$ cat src/rtl/mem_ctrl_pkg.sv
// Shared codes for the byte-serial memory controller: request ops, length
// codes, FSM encoding and the arbitrated request bundle.
package mem_defs;

    localparam logic [1:0] MEM_NOP   = 2'b00;
    localparam logic [1:0] MEM_LOAD  = 2'b01;
    localparam logic [1:0] MEM_STORE = 2'b10;

    localparam logic [1:0] MEM_BYTE  = 2'b00;
    localparam logic [1:0] MEM_HALF  = 2'b01;
    localparam logic [1:0] MEM_WORD  = 2'b11;

    localparam logic [31:0] ZeroWord = 32'h0000_0000;

    typedef enum logic [1:0] {
        ST_IDLE  = 2'b00,
        ST_READ  = 2'b01,
        ST_WRITE = 2'b10,
        ST_DONE  = 2'b11
    } state_t;

    typedef enum logic {
        SRC_IF  = 1'b0,
        SRC_MEM = 1'b1
    } src_t;

    typedef struct packed {
        logic        vld;
        src_t        src;
        logic [1:0]  op;
        logic [1:0]  len;
        logic [31:0] addr;
        logic [31:0] wdata;
    } req_t;

    // Reserved length code 2'b10 is served as a full word.
    function automatic logic [2:0] len_bytes(input logic [1:0] len);
        case (len)
            MEM_BYTE: len_bytes = 3'd1;
            MEM_HALF: len_bytes = 3'd2;
            default:  len_bytes = 3'd4;
        endcase
    endfunction

endpackage

$ cat src/rtl/mem_ctrl_arb.sv
// Fixed-priority select between the MEM-stage and fetch ports; a MEM
// load/store always beats a fetch presented in the same cycle.
module mem_ctrl_arb
    import mem_defs::*;
(
    input  logic [1:0]  if_op,
    input  logic [1:0]  if_len,
    input  logic [31:0] if_addr,
    input  logic [1:0]  mem_op,
    input  logic [1:0]  mem_len,
    input  logic [31:0] mem_addr,
    input  logic [31:0] mem_wdata,
    output req_t        req
);

    always_comb begin
        req = '0;
        if (mem_op == MEM_LOAD || mem_op == MEM_STORE) begin
            req.vld   = 1'b1;
            req.src   = SRC_MEM;
            req.op    = mem_op;
            req.len   = mem_len;
            req.addr  = mem_addr;
            req.wdata = mem_wdata;
        end else if (if_op == MEM_LOAD) begin
            req.vld   = 1'b1;
            req.src   = SRC_IF;
            req.op    = MEM_LOAD;
            req.len   = if_len;
            req.addr  = if_addr;
            req.wdata = ZeroWord;
        end
    end

endmodule

$ cat src/rtl/mem_ctrl.sv
// Byte-serial controller: latches one request, walks it byte by byte over a
// byte-wide RAM, assembles loads little-endian and pulses the owner's rdy.
module mem_ctrl
    import mem_defs::*;
(
    input  logic        clk_in,
    input  logic        rst_in,
    input  logic        rdy_in,
    input  logic [1:0]  if_op,
    input  logic [1:0]  if_len,
    input  logic [31:0] if_addr,
    output logic        if_rdy,
    output logic [31:0] if_data,
    input  logic [1:0]  mem_op,
    input  logic [1:0]  mem_len,
    input  logic [31:0] mem_addr,
    input  logic [31:0] mem_wdata,
    output logic        mem_rdy,
    output logic [31:0] mem_rdata,
    input  logic [7:0]  ram_din,
    output logic [7:0]  ram_dout,
    output logic [31:0] ram_a,
    output logic        ram_wr
);

    req_t        req;
    state_t      state_q, state_d;
    src_t        src_q;
    logic [2:0]  n_q, j_q, j_inc;
    logic [31:0] base_q, wdata_q, asm_q, asm_nxt;
    logic [31:0] ram_a_q, if_data_q, mem_rdata_q;
    logic [7:0]  ram_dout_q, wbyte_nxt;
    logic        ram_wr_q;

    mem_ctrl_arb u_arb (
        .if_op     (if_op),
        .if_len    (if_len),
        .if_addr   (if_addr),
        .mem_op    (mem_op),
        .mem_len   (mem_len),
        .mem_addr  (mem_addr),
        .mem_wdata (mem_wdata),
        .req       (req)
    );

    always_ff @(posedge clk_in) begin
        if (!rst_in)
            state_q <= ST_IDLE;
        else if (rdy_in)
            state_q <= state_d;
    end

    always_comb begin
        state_d = state_q;
        case (state_q)
            ST_IDLE:  if (req.vld) state_d = (req.op == MEM_STORE) ? ST_WRITE : ST_READ;
            ST_READ:  if (j_q == n_q) state_d = ST_DONE;
            ST_WRITE: if (j_q == n_q - 3'd1) state_d = ST_DONE;
            ST_DONE:  state_d = ST_IDLE;
        endcase
    end

    assign j_inc = j_q + 3'd1;

    // RAM data arrives one cycle after its address, so READ step j owns byte j-1.
    always_comb begin
        asm_nxt = asm_q;
        case (j_q)
            3'd1:    asm_nxt[7:0]   = ram_din;
            3'd2:    asm_nxt[15:8]  = ram_din;
            3'd3:    asm_nxt[23:16] = ram_din;
            3'd4:    asm_nxt[31:24] = ram_din;
            default: asm_nxt = asm_q;
        endcase
    end

    always_comb begin
        case (j_inc)
            3'd1:    wbyte_nxt = wdata_q[15:8];
            3'd2:    wbyte_nxt = wdata_q[23:16];
            3'd3:    wbyte_nxt = wdata_q[31:24];
            default: wbyte_nxt = 8'h00;
        endcase
    end

    // RAM-side registers are loaded one step ahead so that step j sees base + j.
    always_ff @(posedge clk_in) begin
        if (!rst_in) begin
            src_q       <= SRC_IF;
            n_q         <= 3'd0;
            j_q         <= 3'd0;
            base_q      <= ZeroWord;
            wdata_q     <= ZeroWord;
            asm_q       <= ZeroWord;
            ram_a_q     <= ZeroWord;
            ram_dout_q  <= 8'h00;
            ram_wr_q    <= 1'b0;
            if_data_q   <= ZeroWord;
            mem_rdata_q <= ZeroWord;
        end else if (rdy_in) begin
            case (state_q)
                ST_IDLE: begin
                    if (req.vld) begin
                        src_q      <= req.src;
                        n_q        <= len_bytes(req.len);
                        j_q        <= 3'd0;
                        base_q     <= req.addr;
                        wdata_q    <= req.wdata;
                        asm_q      <= ZeroWord;
                        ram_a_q    <= req.addr;
                        ram_dout_q <= req.wdata[7:0];
                        ram_wr_q   <= (req.op == MEM_STORE);
                    end
                end
                ST_READ: begin
                    asm_q <= asm_nxt;
                    j_q   <= j_inc;
                    if (j_inc < n_q)
                        ram_a_q <= base_q + {29'd0, j_inc};
                    if (j_q == n_q) begin
                        if (src_q == SRC_IF)
                            if_data_q <= asm_nxt;
                        else
                            mem_rdata_q <= asm_nxt;
                    end
                end
                ST_WRITE: begin
                    j_q <= j_inc;
                    if (j_inc < n_q) begin
                        ram_a_q    <= base_q + {29'd0, j_inc};
                        ram_dout_q <= wbyte_nxt;
                        ram_wr_q   <= 1'b1;
                    end else begin
                        ram_wr_q   <= 1'b0;
                    end
                end
                ST_DONE: begin
                end
            endcase
        end
    end

    assign ram_a     = ram_a_q;
    assign ram_dout  = ram_dout_q;
    assign ram_wr    = ram_wr_q & rdy_in;
    assign if_data   = if_data_q;
    assign mem_rdata = mem_rdata_q;
    assign if_rdy    = rdy_in && (state_q == ST_DONE) && (src_q == SRC_IF);
    assign mem_rdy   = rdy_in && (state_q == ST_DONE) && (src_q == SRC_MEM);

endmodule

$ cat config.mk
export PLATFORM = sky130hd
export DESIGN_NAME = mem_ctrl
export DESIGN_NICKNAME = d
export VERILOG_FILES = /design/src/rtl/mem_ctrl_pkg.sv /design/src/rtl/mem_ctrl_arb.sv /design/src/rtl/mem_ctrl.sv
export SDC_FILE = /design/constraint.sdc
export NUM_CORES = 1
export LEC_CHECK = 0
export ABC_CLOCK_PERIOD_IN_PS = 3500
export CAP_MARGIN = 20
export CORE_MARGIN = 2
export CORE_UTILIZATION = 50
export CTS_BUF_LIST = sky130_fd_sc_hd__clkbuf_16
export CTS_CLUSTER_DIAMETER = 50
export DETAILED_ROUTE_END_ITERATION = 8
export PLACE_DENSITY = 0.77
export SETUP_SLACK_MARGIN = 0.1
export SLEW_MARGIN = 10
export SYNTH_ARGS = -nofsm -noshare
export SYNTH_HDL_FRONTEND = slang
export SYNTH_SLANG_ARGS = --single-unit
$ cat constraint.sdc
create_clock -name clk_in -period 3.5 [get_ports clk_in]
set_clock_uncertainty 0.15 [all_clocks]
set_input_delay 0.35 -clock clk_in [delete_from_list [all_inputs] [get_ports clk_in]]
set_output_delay 0.35 -clock clk_in [all_outputs]
set_load 0.01 [all_outputs]
# --- After elaboration in Yosys (flattened, before gate mapping) ---
# Index checks and enable logic that the tools add are counted.
totals:
  regBits: 210
  out_inout_bits: 107
  in_bits: 115
  elab_cells: 85
classes:
  eq_ne: 22
  add_sub_neg: 3
  n_bitwise: 2
  order_cmp: 1
  n_reduce_logical: 19
  mux: 26
op_table:
  columns: ["op", "n"]
  rows:
  - ["$mux W70", 2]
  - ["$pmux W32 S2", 2]
  - ["$mux W32", 3]
  - ["$mux W8", 6]
  - ["$add A32 B3 Y32", 1]
  - ["$pmux W8 S3", 1]
  - ["$reduce_and A4 Y1", 5]
  - ["$pmux W8 S2", 1]
  - ["$eq A3 B2 Y1 const B", 4]
  - ["$pmux W3 S2", 2]
  - ["$reduce_and A3 Y1", 4]
  - ["$eq A2 B1 Y1 const B", 4]
  - ["$eq A2 B2 Y1 const B", 4]
  - ["$mux W2", 4]
  - ["$ne A2 B2 Y1 const B", 4]
  - ["$pmux W2 S4", 1]
  - ["$eq A3 B1 Y1 const B", 2]
  - ["$eq A3 B3 Y1", 2]
  - ["$reduce_bool A2 Y1", 3]
  - ["$logic_not A2 Y1", 2]
  - ["$add A3 B1 Y3 const B", 1]
  - ["$eq A3 B3 Y1 const B", 1]
  - ["$logic_and A1 B1 Y1", 3]
  - ["$lt A3 B3 Y1", 1]
  - ["other kinds (9)", 10]

# --- Longest topological paths before layout ---
depth:
  depth_word: 7
  ltp_mapped: 12
  mapped_depth_nobuf: 9

# --- By module ---
# From an unflattened synthesis, not the netlist that was laid out.
hier_totals:
  cells_unflattened: 1122
  hier_area_um2: 9700.6
modules_own_cells:
  columns: ["module", "n_inst", "area_each_um2", "seq_area_each_um2", "cells_each"]
  rows:
  - ["mem_ctrl", 1, 8832.2, 4043.9, 1001]
  - ["mem_ctrl_arb", 1, 868.3, 0.0, 121]

# --- Worst setup path after synthesis ---
# Ideal clock, no wire load.
synth_path:
  path_type: "register to register"
  startpoint: "register j_q[1]"
  endpoint: "register ram_a_q[8] (netlist: ram_a[8])"
  setup_ns: 0.058
  arrival_time_ns: 2.328
  synth_period_minus_slack_ns: 2.537
  n_path_buf: 0
  path_stages_with_launch: 10
  path_slack_ns: 0.963
  path_cell_list: "dfxtp_1 inv_1 ha_1 inv_1 fa_1 nor2b_1 o211ai_1 xor2_1 a2111oi_0 a31o_2"
synth_between:
  elab_chain_len: 4
  elab_cells_between_ends: 7
synth_lines:
  columns: ["element", "line_no", "rtl"]
  rows:
  - ["from (decl)", "mem_ctrl.sv:29", "logic [2:0] n_q, j_q, j_inc;"]
  - ["from (signal assigned)", "mem_ctrl.sv:117", "j_q <= j_inc;"]
  - ["from (signal assigned)", "mem_ctrl.sv:128", "j_q <= j_inc;"]
  - ["$add A3 B1 Y3 (*)", "mem_ctrl.sv:63", "assign j_inc = j_q + 3'd1;"]
  - ["$add A32 B3 Y32 or $lt A3 B3 Y1 (tied branches)", null, null]
  - ["$mux W32 or $ne A2 B1 Y1 (tied branches)", null, null]
  - ["$pmux W32 S2 or $reduce_and A4 Y1 (tied branches)", null, null]
  - ["to (signal assigned)", "mem_ctrl.sv:110", "ram_a_q <= req.addr;"]
  - ["to (signal assigned)", "mem_ctrl.sv:119", "ram_a_q <= base_q + {29'd0, j_inc};"]
  - ["to (signal assigned)", "mem_ctrl.sv:130", "ram_a_q <= base_q + {29'd0, j_inc};"]
  - ["to (decl)", "mem_ctrl.sv:31", "logic [31:0] ram_a_q, if_data_q, mem_rdata_q;"]
# Mark *: on every way between the ends. The rest lies on a longest branch, timed or not. The select of a mux whose other input is x is not followed.
# A chain may end at the register's enable or synchronous reset.

# --- Final worst setup path ---
layout_path:
  startpoint: "register j_q[1]"
  endpoint: "register ram_a_q[14] (netlist: ram_a[14])"
# Same word-level chain as after synthesis.

==> impl_metrics.py <==
metrics = {
    "critical_path": {
        "slowest_stage": "a21oi_1",
        "crit_type": "flip-flop to flip-flop",
        "end_kind": "flip-flop",
        "cpMostUsedCell": "ha_1",
        "cpPeakStageDelay_ns": 0.79,
        "cp_max_fo": 20,
        "crit_required_ns": 3.76,
        "crit_buf_inv": 2,
        "startpoint_type": "flip-flop",
        "critical_path.top_delay_family": "compound AO/OA/AOI/OAI gates",
        "cp_cell_sequence": "ha_1, ha_1, inv_1, ha_1, nor2_1, a21oi_1, a21oi_1, nand3_1, buf_4, o211ai_1",
        "cp_data_arrival_time_ns": 3.32,
    },
    "sta": {
        "worst_pin_slew_ns": 0.951,
        "finalMaxSlewViolations": 0,
        "min_period_ns": 3.05,
        "tns_ns": 0,
        "rsz0062_at_grt": "false",
        "hold_viol": 0,
        "slew_headroom_pct": 36.6,
        "setup_ws_ns": 0.446,
        "fmax_mhz": 327,
        "period_share_pct": 87.2,
        "setup_viol": 0,
    },
    "placed_design": {
        "pre_cts_ws_ns": 0.414,
        "hpwl_um": 18000,
        "io_buffers": 221,
        "place_congestion": 0.937,
    },
    "cts": {
        "clk_latency_ns": 0.48,
        "cts_buffer_depth": 3,
        "root_buffer": "clkbuf_16",
        "cts_buffers": 21,
        "cts_resized": 0,
        "clkTransAtPathRegs_ns": 0.06,
        "hold_buffers": 0,
        "htree_levels": 1,
        "cts_tree": "done",
        "post-cts-setup-buffer-count": 0,
        "cts.sinks": 202,
    },
    "layout": {
        "final_cell_mix": "clkdlybuf4s50_1 (221), dfxtp_1 (202), nor2_1 (181), a211oi_1 (96), a22oi_1 (63)",
        "antennaDiodeCount": 0,
        "area_delta_synth_final_pct": 31.3,
        "final_common_cell": "clkdlybuf4s50_1",
        "nFillCells": 1469,
        "drive_gt1_share_pct": 4.95,
        "finalNetCount": 1338,
    },
    "synthesis": {
        "synthDistinctLibCells": 57,
        "ys_ff_latch": 202,
        "synth_edf_count": 0,
        "ys_dominant_reg_cell": "dfxtp_1",
        "ys_async_sr_fraction_pct": 0,
        "synth_cells": 1031,
        "avgSynthCellArea_um2": 8.95,
        "syn_nets": 1165,
        "synth.yosys.seq_area_share_pct": 43.8,
        "ys_warn_count": 0,
        "netlist_area_um2": 9230,
    },
    "power_and_ir_drop": {
        "internal_power_mw": 4.44,
        "switchingPower_mw": 1.95,
        "powerDensity_nw_per_um2": 527,
        "clock_power_share_pct": 31.0,
        "ir_drop_v": 0.000354,
        "total_power_mw": 6.39,
        "p_leak_nw": 4.22,
        "combPwrFrac_pct": 26.7,
        "seqPwrFrac_pct": 42.3,
        "swShare_pct": 30.5,
    },
    "drt": {
        "routedWlPerCell_um": 17.9,
        "drtIter0Drc": 536,
        "drt-total-wl_um": 25800,
        "ant_nets": 0,
        "drc": 0,
        "met1_length_um": 11600,
        "dr_wl_met2_um": 11900,
        "highest_layer": "met4",
        "vias_per_cell": 5.92,
        "detail_route.first_pass.iterations": 8,
        "wl_met3_um": 1600,
        "dr_total_vias": 8526,
    },
    "floorplan": {
        "ioPinCount": 222,
        "die_w_um": 140,
        "initial_core_util_pct": 51.2,
        "die-area_um2": 19600,
        "die_h_um": 140,
        "rows": 49,
        "core_um2": 18000,
    },
    "hold_path": {
        "hp-class": "flip-flop to flip-flop",
    },
    "global_routing": {
        "grt_pass1_vias": 8067,
        "antenna_found_initial": 0,
        "track_usage_pct": 25.6,
        "overflow": 0,
        "grt_pass1_wl_um": 41800,
        "grt_max_degree": 76,
    },
    "outcome": {
        "status": "finished clean",
    },
    "run": {
        "maxCapViolations": 0,
    },
}
kinds of logic after synthesis:
logic type      count (synthesis)  share of synthesized area (%)
buf+inv                       116                           5.52
compound gates                307                           25.0
mux                            37                           4.04
simple gates                  318                           16.0
flops                         202                           43.8
fa+ha+maj                      19                           2.66
xor+xnor                       32                           3.04
power by group through the flow:
stage / clock [mW] / sequential (mW) / combinational, mW
after floorplan: 0 / 2.77 / 0.950
after global placement: 0 / 2.74 / 1.66
after detailed placement: 0 / 2.75 / 1.68
after CTS: 2.02 / 2.70 / 1.70
after global routing: 2.09 / 2.73 / 1.86
final: 1.98 / 2.70 / 1.70
registers in the layout (all words and copies together) (netlist names):
signal and count:
asm_q 32, base_q 32, if_data 32, mem_rdata 32, ram_a 32, wdata_q 24, ram_dout 8, j_q 3
n_q 3, state_q 2, ram_wr_q 1, src_q 1
synthesized netlist by cell type, drive strengths merged (16+ instances only):
cell	instances	share of area (%)
dfxtp	202	44
nor2	183	7.8
a211oi	96	7.8
a22oi	63	5.1
clkbuf	55	2.2
a21oi	47	2.5
buf	41	2.5
mux2i	35	3.8
nand2	35	1.4
o2bb2ai	34	3.2
and3	24	1.6
inv	20	0.81
ha	18	2.4
nor3	17	0.92
xnor2	17	1.6
nand3	16	0.87
final timing paths:
path	endpoint	depth (start not counted)	slack, ns	start
setup / recovery	ram_a[14]	10	0.45	j_q[1]
hold / removal	ram_a[0]	2	0.30	ram_a[0]
setup reg to reg	ram_a[14]	10	0.45	j_q[1]
hold reg to reg	ram_a[0]	2	0.30	ram_a[0]
worst reg2reg max path, cell delays in order, from the launching register on:
cell,delay [ns]
dfxtp_1,0.45
ha_1,0.19
ha_1,0.24
inv_1,0.12
ha_1,0.24
nor2_1,0.11
a21oi_1,0.10
a21oi_1,0.79
nand3_1,0.15
buf_4,0.25
o211ai_1,0.18
routing by layer:
layer  vias to the layer above  global-route usage (%)
met5                         -                       0
met4                         0                    6.79
met3                        49                    4.03
met2                       284                    42.5
met1                      4056                    34.8
li1                       4137                       -
through the flow:
stage / utilization [%] / hold slack [ns] / cell area [µm²] / cells
floorplan: - / 0.315 / 9230 / 1031
global placement: 64.0 / 0.296 / 11500 / 1410
detailed placement: 64.0 / 0.300 / 11500 / 1410
CTS: 67.2 / 0.307 / 12100 / 1440
global route: 67.2 / 0.330 / 12100 / 1440
finish: 67.2 / 0.300 / 12100 / 1440
cell type report:
cell class	instances	area (µm²)	share of cell area [%]
clock buffers	21	526	4.34
clock inverters	9	60.1	0.496
inverters	20	77.6	0.640
multi-input cells	713	4690	38.7
flip-flops and latches	202	4040	33.4
well taps	229	287	2.36
repair buffers	246	2440	20.1
(Power assumes the default switching activity.)
